`src/rtl/timer_scheduler_if.sv`:
```
// Request/grant bus between timer clients and the shared timer_scheduler.
// master = requester side, slave = scheduler side.
interface timer_scheduler_if #(
  parameter int unsigned NUM_REQ = 4,
  parameter int unsigned WIDTH   = 32
);
  logic [NUM_REQ-1:0]       Req;
  logic [NUM_REQ*WIDTH-1:0] Delay;
  logic [NUM_REQ-1:0]       Grant;
  logic [NUM_REQ-1:0]       Done;
  logic                     Busy;

  modport master (output Req, Delay, input Grant, Done, Busy);
  modport slave  (input Req, Delay, output Grant, Done, Busy);
endinterface

```
`src/rtl/timer_scheduler.sv`:
```
// One countdown timer shared round-robin among NUM_REQ requesters.
// Optional macro TIMER_PRESCALE_EN: Count decrements once every PRESCALE clocks.
module timer_scheduler #(
  parameter int unsigned NUM_REQ  = 4,
  parameter int unsigned WIDTH    = 32,
  parameter int unsigned PRESCALE = 1
) (
  input  logic               Clock,
  input  logic               Reset,
  timer_scheduler_if.slave   bus
);
  localparam int unsigned IW = (NUM_REQ > 1) ? $clog2(NUM_REQ) : 1;

  if (NUM_REQ < 2 || NUM_REQ > 16 || WIDTH < 1 || PRESCALE < 1) begin : g_bad_params
    $error("timer_scheduler: parameter out of range");
  end

  typedef enum logic [1:0] {IDLE, COUNT, RELEASE} state_t;

  state_t             state, state_n;
  logic [NUM_REQ-1:0] grant, grant_n;
  logic [NUM_REQ-1:0] done, done_n;
  logic [WIDTH-1:0]   count, count_n;
  logic [IW-1:0]      ptr, ptr_n;
  logic [IW-1:0]      owner, owner_n;
  logic [IW-1:0]      owner_inc;
  logic [IW-1:0]      pick;
  logic               found;

`ifdef TIMER_PRESCALE_EN
  localparam int unsigned PW = (PRESCALE > 1) ? $clog2(PRESCALE) : 1;
  logic [PW-1:0] presc, presc_n;
`endif

  assign owner_inc = (owner == IW'(NUM_REQ - 1)) ? '0 : owner + 1'b1;

  // First requester at or after ptr, scanning modulo NUM_REQ.
  always_comb begin
    int unsigned idx;
    found = 1'b0;
    pick  = ptr;
    for (int unsigned k = 0; k < NUM_REQ; k++) begin
      idx = int'(ptr) + k;
      if (idx >= NUM_REQ) idx = idx - NUM_REQ;
      if (!found && bus.Req[idx]) begin
        found = 1'b1;
        pick  = IW'(idx);
      end
    end
  end

  always_comb begin
    state_n = state;
    grant_n = grant;
    done_n  = '0;
    count_n = count;
    ptr_n   = ptr;
    owner_n = owner;
`ifdef TIMER_PRESCALE_EN
    presc_n = presc;
`endif
    case (state)
      IDLE: begin
        if (found) begin
          grant_n       = '0;
          grant_n[pick] = 1'b1;
          owner_n       = pick;
          count_n       = bus.Delay[int'(pick)*int'(WIDTH) +: WIDTH];
          state_n       = COUNT;
`ifdef TIMER_PRESCALE_EN
          presc_n       = '0;
`endif
        end
      end
      COUNT: begin
        if (!bus.Req[owner]) begin
          grant_n = '0;
          ptr_n   = owner_inc;
          state_n = IDLE;
`ifdef TIMER_PRESCALE_EN
          presc_n = '0;
`endif
        end else if (count == '0) begin
          done_n[owner] = 1'b1;
          grant_n       = '0;
          ptr_n         = owner_inc;
          state_n       = RELEASE;
        end else begin
`ifdef TIMER_PRESCALE_EN
          if (presc == PW'(PRESCALE - 1)) begin
            count_n = count - 1'b1;
            presc_n = '0;
          end else begin
            presc_n = presc + 1'b1;
          end
`else
          count_n = count - 1'b1;
`endif
        end
      end
      RELEASE: begin
        if (!bus.Req[owner]) state_n = IDLE;
      end
      default: state_n = IDLE;
    endcase
  end

  always_ff @(posedge Clock) begin
    if (Reset) begin
      state <= IDLE;
      grant <= '0;
      done  <= '0;
      count <= '0;
      ptr   <= '0;
      owner <= '0;
`ifdef TIMER_PRESCALE_EN
      presc <= '0;
`endif
    end else begin
      state <= state_n;
      grant <= grant_n;
      done  <= done_n;
      count <= count_n;
      ptr   <= ptr_n;
      owner <= owner_n;
`ifdef TIMER_PRESCALE_EN
      presc <= presc_n;
`endif
    end
  end

  assign bus.Grant = grant;
  assign bus.Done  = done;
  assign bus.Busy  = (state != IDLE);
endmodule

```
`src/flat_wrapper.sv`:
```
// flat-port wrapper written by rule: the top's interface ports become plain ports
module timer_scheduler_flat 
#(
  parameter int unsigned NUM_REQ  = 4,
  parameter int unsigned WIDTH    = 32,
  parameter int unsigned PRESCALE = 1
)
  (Clock, Reset, bus_Req, bus_Delay, bus_Grant, bus_Done, bus_Busy);
  timer_scheduler_if #(.NUM_REQ(NUM_REQ), .WIDTH(WIDTH)) bus_i ();
  input  logic Clock;
  input  logic Reset;
  input wire logic [$bits(bus_i.Req)-1:0] bus_Req;
  input wire logic [$bits(bus_i.Delay)-1:0] bus_Delay;
  output wire logic [$bits(bus_i.Grant)-1:0] bus_Grant;
  output wire logic [$bits(bus_i.Done)-1:0] bus_Done;
  output wire logic [$bits(bus_i.Busy)-1:0] bus_Busy;
  assign bus_i.Req = bus_Req;
  assign bus_i.Delay = bus_Delay;
  assign bus_Grant = bus_i.Grant;
  assign bus_Done = bus_i.Done;
  assign bus_Busy = bus_i.Busy;
  timer_scheduler #(.NUM_REQ(NUM_REQ), .WIDTH(WIDTH), .PRESCALE(PRESCALE)) u_core (.Clock(Clock), .Reset(Reset), .bus(bus_i));
endmodule
```
`config.mk`:
```
export PLATFORM = sky130hd
export DESIGN_NAME = timer_scheduler_flat
export DESIGN_NICKNAME = d
export VERILOG_FILES = /design/src/rtl/timer_scheduler_if.sv /design/src/rtl/timer_scheduler.sv /design/src/flat_wrapper.sv
export SDC_FILE = /design/constraint.sdc
export NUM_CORES = 1
export LEC_CHECK = 0
export CORE_ASPECT_RATIO = 0.8
export CORE_MARGIN = 2
export CORE_UTILIZATION = 43
export DETAILED_ROUTE_END_ITERATION = 7
export HOLD_SLACK_MARGIN = 0.03
export PLACE_DENSITY = 0.78
export REMOVE_ABC_BUFFERS = 1
export SYNTH_ARGS = -nofsm -noshare
export SYNTH_HDL_FRONTEND = slang
export SYNTH_SLANG_ARGS = --single-unit
```
`constraint.sdc`:
```
create_clock -name Clock -period 3.25 [get_ports Clock]
set_clock_uncertainty 0.1 [all_clocks]
set_input_delay 0.65 -clock Clock [delete_from_list [all_inputs] [get_ports Clock]]
set_output_delay 0.65 -clock Clock [all_outputs]
set_load 0.01 [all_outputs]
```
==> metrics.yaml, run 1 <==
wl_per_cell_um: 20.1
min_path_type: "reg -> reg"
synth_top_family_by_area: "simple AND/OR/NAND/NOR gates"
root_buffer: "clkbuf_16"
ys_ff_latch: 46
synthDistinctLibCells: 72
netlist_instances: 478
antenna_found_initial: 0
max_cap_violations: 0
grt_usage_pct: 30.3
htree_levels: 2
synthAdderAreaFrac_pct: 1.61
clk_pin_slew_ns: 0.07
worst_setup_path_start_kind: "input pin"
gp_congestion: 0.986
final_nets: 779
dpl_cell_area_um2: 5600
cts_tree: "done"
async_reset_ff_share_pct: 0
critPathKind: "in -> reg"
synth_compound_gate_area_share_pct: 27.1
drive_gt1_share_pct: 12.0
via_count: 4758
cellLeakagePower_nw: 2.20
drtIter0Drc: 377
grt_start_max_net_pins: 26
period_share_pct: 91.3
muxShareOfSynthArea_pct: 14.7
clock-sinks: 46
fin_area_um2: 5800
syn-cell-area_um2: 3890
hold_violations: 0
crit_start: "bus_Req[1]"
numCtsBuffers: 5
grt_overflow: 0
rows: 31
cp.arrival_ns: 3.05
power.density_nw_per_um2: 427
cp.required_ns: 3.33
layout_commonest_cell: "clkdlybuf4s50_1"
cts_hold_buf: 0
setup_violations: 0
cts_resized: 0
rsz0062_at_grt: "no"
crit_path_end: "u_core.count[19]"
crit_fanout: 9
final_cell_mix: "142 x clkdlybuf4s50_1, 48 x mux2i_1, 46 x dfxtp_1"
synth-main-ff-cell: "dfxtp_1"
cp-end-kind: "flip-flop"
dp_hpwl_um: 11900
status: "complete, no violations"
synth-simple-area-share_pct: 27.2
pre_cts_ws_ns: 0.0401
regToRegEndpoint: "u_core.count[19]"
ys_warn_count: 0
die_area_um2: 9820
vias_per_cell: 6.29
tightestPinTransition_ns: 0.638
synthXorXnorAreaFrac_pct: 0
relSlewSlack_pct: 57.3
drc_errors: 0
cts_setup_buffers: 0
cts.path.max_buffers: 2
core-area_um2: 8920
worst-r2r-setup-slack_ns: 0.29
yosysSeqAreaShare_pct: 23.7
slew_viol_final: 0
portBuffers: 142
reg2regPathDepth: 9
drt-pass1-iter-count: 8
ant_nets: 0
grt_pass1_vias: 4525
syn_area_per_cell_um2: 8.13
drt_wl_total_um: 15200
period_needed_ns: 2.97
finalPower_mw: 2.47
synth_edf_count: 0
tns_ns: 0
peakVddDrop_mv: 0.226
fp.dieH_um: 89.0
grt_pass1_wl_um: 22900
timing.rr.start: "u_core.count[1]"
die_w_um: 110
antenna_cells: 0
setup_slack_ns: 0.282
ioPinCount: 143
clk_latency_ns: 0.30
clock.fmax_ghz: 0.337
start_util_pct: 43.6
fin_util_pct: 65.0
syn_to_final_growth_pct: 49.1
worst min-delay path by stage:
stage | slack [ns] | endpoint | cells past startpoint | startpoint
finish | 0.37 | u_core.bus.Grant[3] | 2 | u_core.bus.Grant[3]
global route | 0.41 | u_core.bus.Grant[0] | 1 | u_core.bus.Grant[0]
CTS | 0.37 | u_core.bus.Grant[3] | 2 | u_core.bus.Grant[3]
detailed placement | 0.36 | u_core.bus.Grant[3] | 2 | u_core.bus.Grant[3]
global placement | 0.36 | u_core.bus.Grant[1] | 2 | u_core.bus.Grant[1]
floorplan | 0.35 | u_core.count[16] | 2 | u_core.count[16]
state kept, by name, indices dropped and copies added, names as in the netlist:
name and flops:
u_core.count 32, u_core.bus.Done 4, u_core.bus.Grant 4, u_core.owner 2, u_core.ptr 2, u_core.state 2
stage by stage:
step / instances / hold slack [ns]
floorplan: 449 / 0.348
global placement: 748 / 0.355
detailed placement: 748 / 0.364
CTS: 756 / 0.374
global route: 756 / 0.406
finish: 756 / 0.373
cells by family (layout without fill, tap and decap cells):
family | after synthesis | after routing
compound gates | 154 | 154
fa+ha+maj | 5 | 5
buf+inv | 37 | 200
flops | 46 | 46
mux | 55 | 55
simple gates | 181 | 181
final cells by class:
type | instances | area (µm²)
Multi-Input combinational cell | 395 | 2750
Fill cell | 788 | 3130
Clock inverter | 3 | 68.8
Sequential cell | 46 | 921
Clock buffer | 5 | 125
Tap cell | 115 | 144
Inverter | 8 | 30.0
Timing Repair Buffer | 184 | 1760
metal layers:
| metal | vias up | part of all wire (%) | GRT usage, % |
|---|---|---|---|
| met2 | 298 | 44 | 49.7 |
| met5 | - | 0 | 0 |
| met1 | 2237 | 43 | 40.4 |
| met4 | 0 | 1.3 | 7.39 |
| met3 | 21 | 12 | 7.14 |
| li1 | 2202 | - | - |
Yosys cell counts (12+ instances only):
library cell  instances  area [µm²]
o211ai_1             13        97.6
or3_1                12        75.1
clkbuf_1             13        48.8
nor3_1               19        95.1
and3_1               12        75.1
nor2_1               30         113
a31oi_1              16         100
dfxtp_1              46         921
a21oi_1              33         165
nand3_1              15        75.1
nand2_1              30         113
o21ai_0              24         120
mux2i_1              48         480
worst max-delay path, cell delays in order:
cell and delay [ns]:
clkdlybuf4s50_1 0.52, or4_1 0.63, nor2_1 0.23, nor3_4 0.10
o21a_1 0.29, buf_4 0.22, a31oi_1 0.30, a21oi_1 0.11
power by group:
| group | internal (mW) | switching (mW) |
|---|---|---|
| clock network | 0.443 | 0.249 |
| logic | 0.498 | 0.560 |
| registers | 0.633 | 0.0905 |
| total | 1.57 | 0.899 |
Power figures use the tool's default switching activity.
==> run 2: changes to the inputs <==
Settings changed: SKIP_CTS_REPAIR_TIMING set to 1.
==> results of run 2 <==
The final DEF is identical to that of run 1; final timing and power are the same.
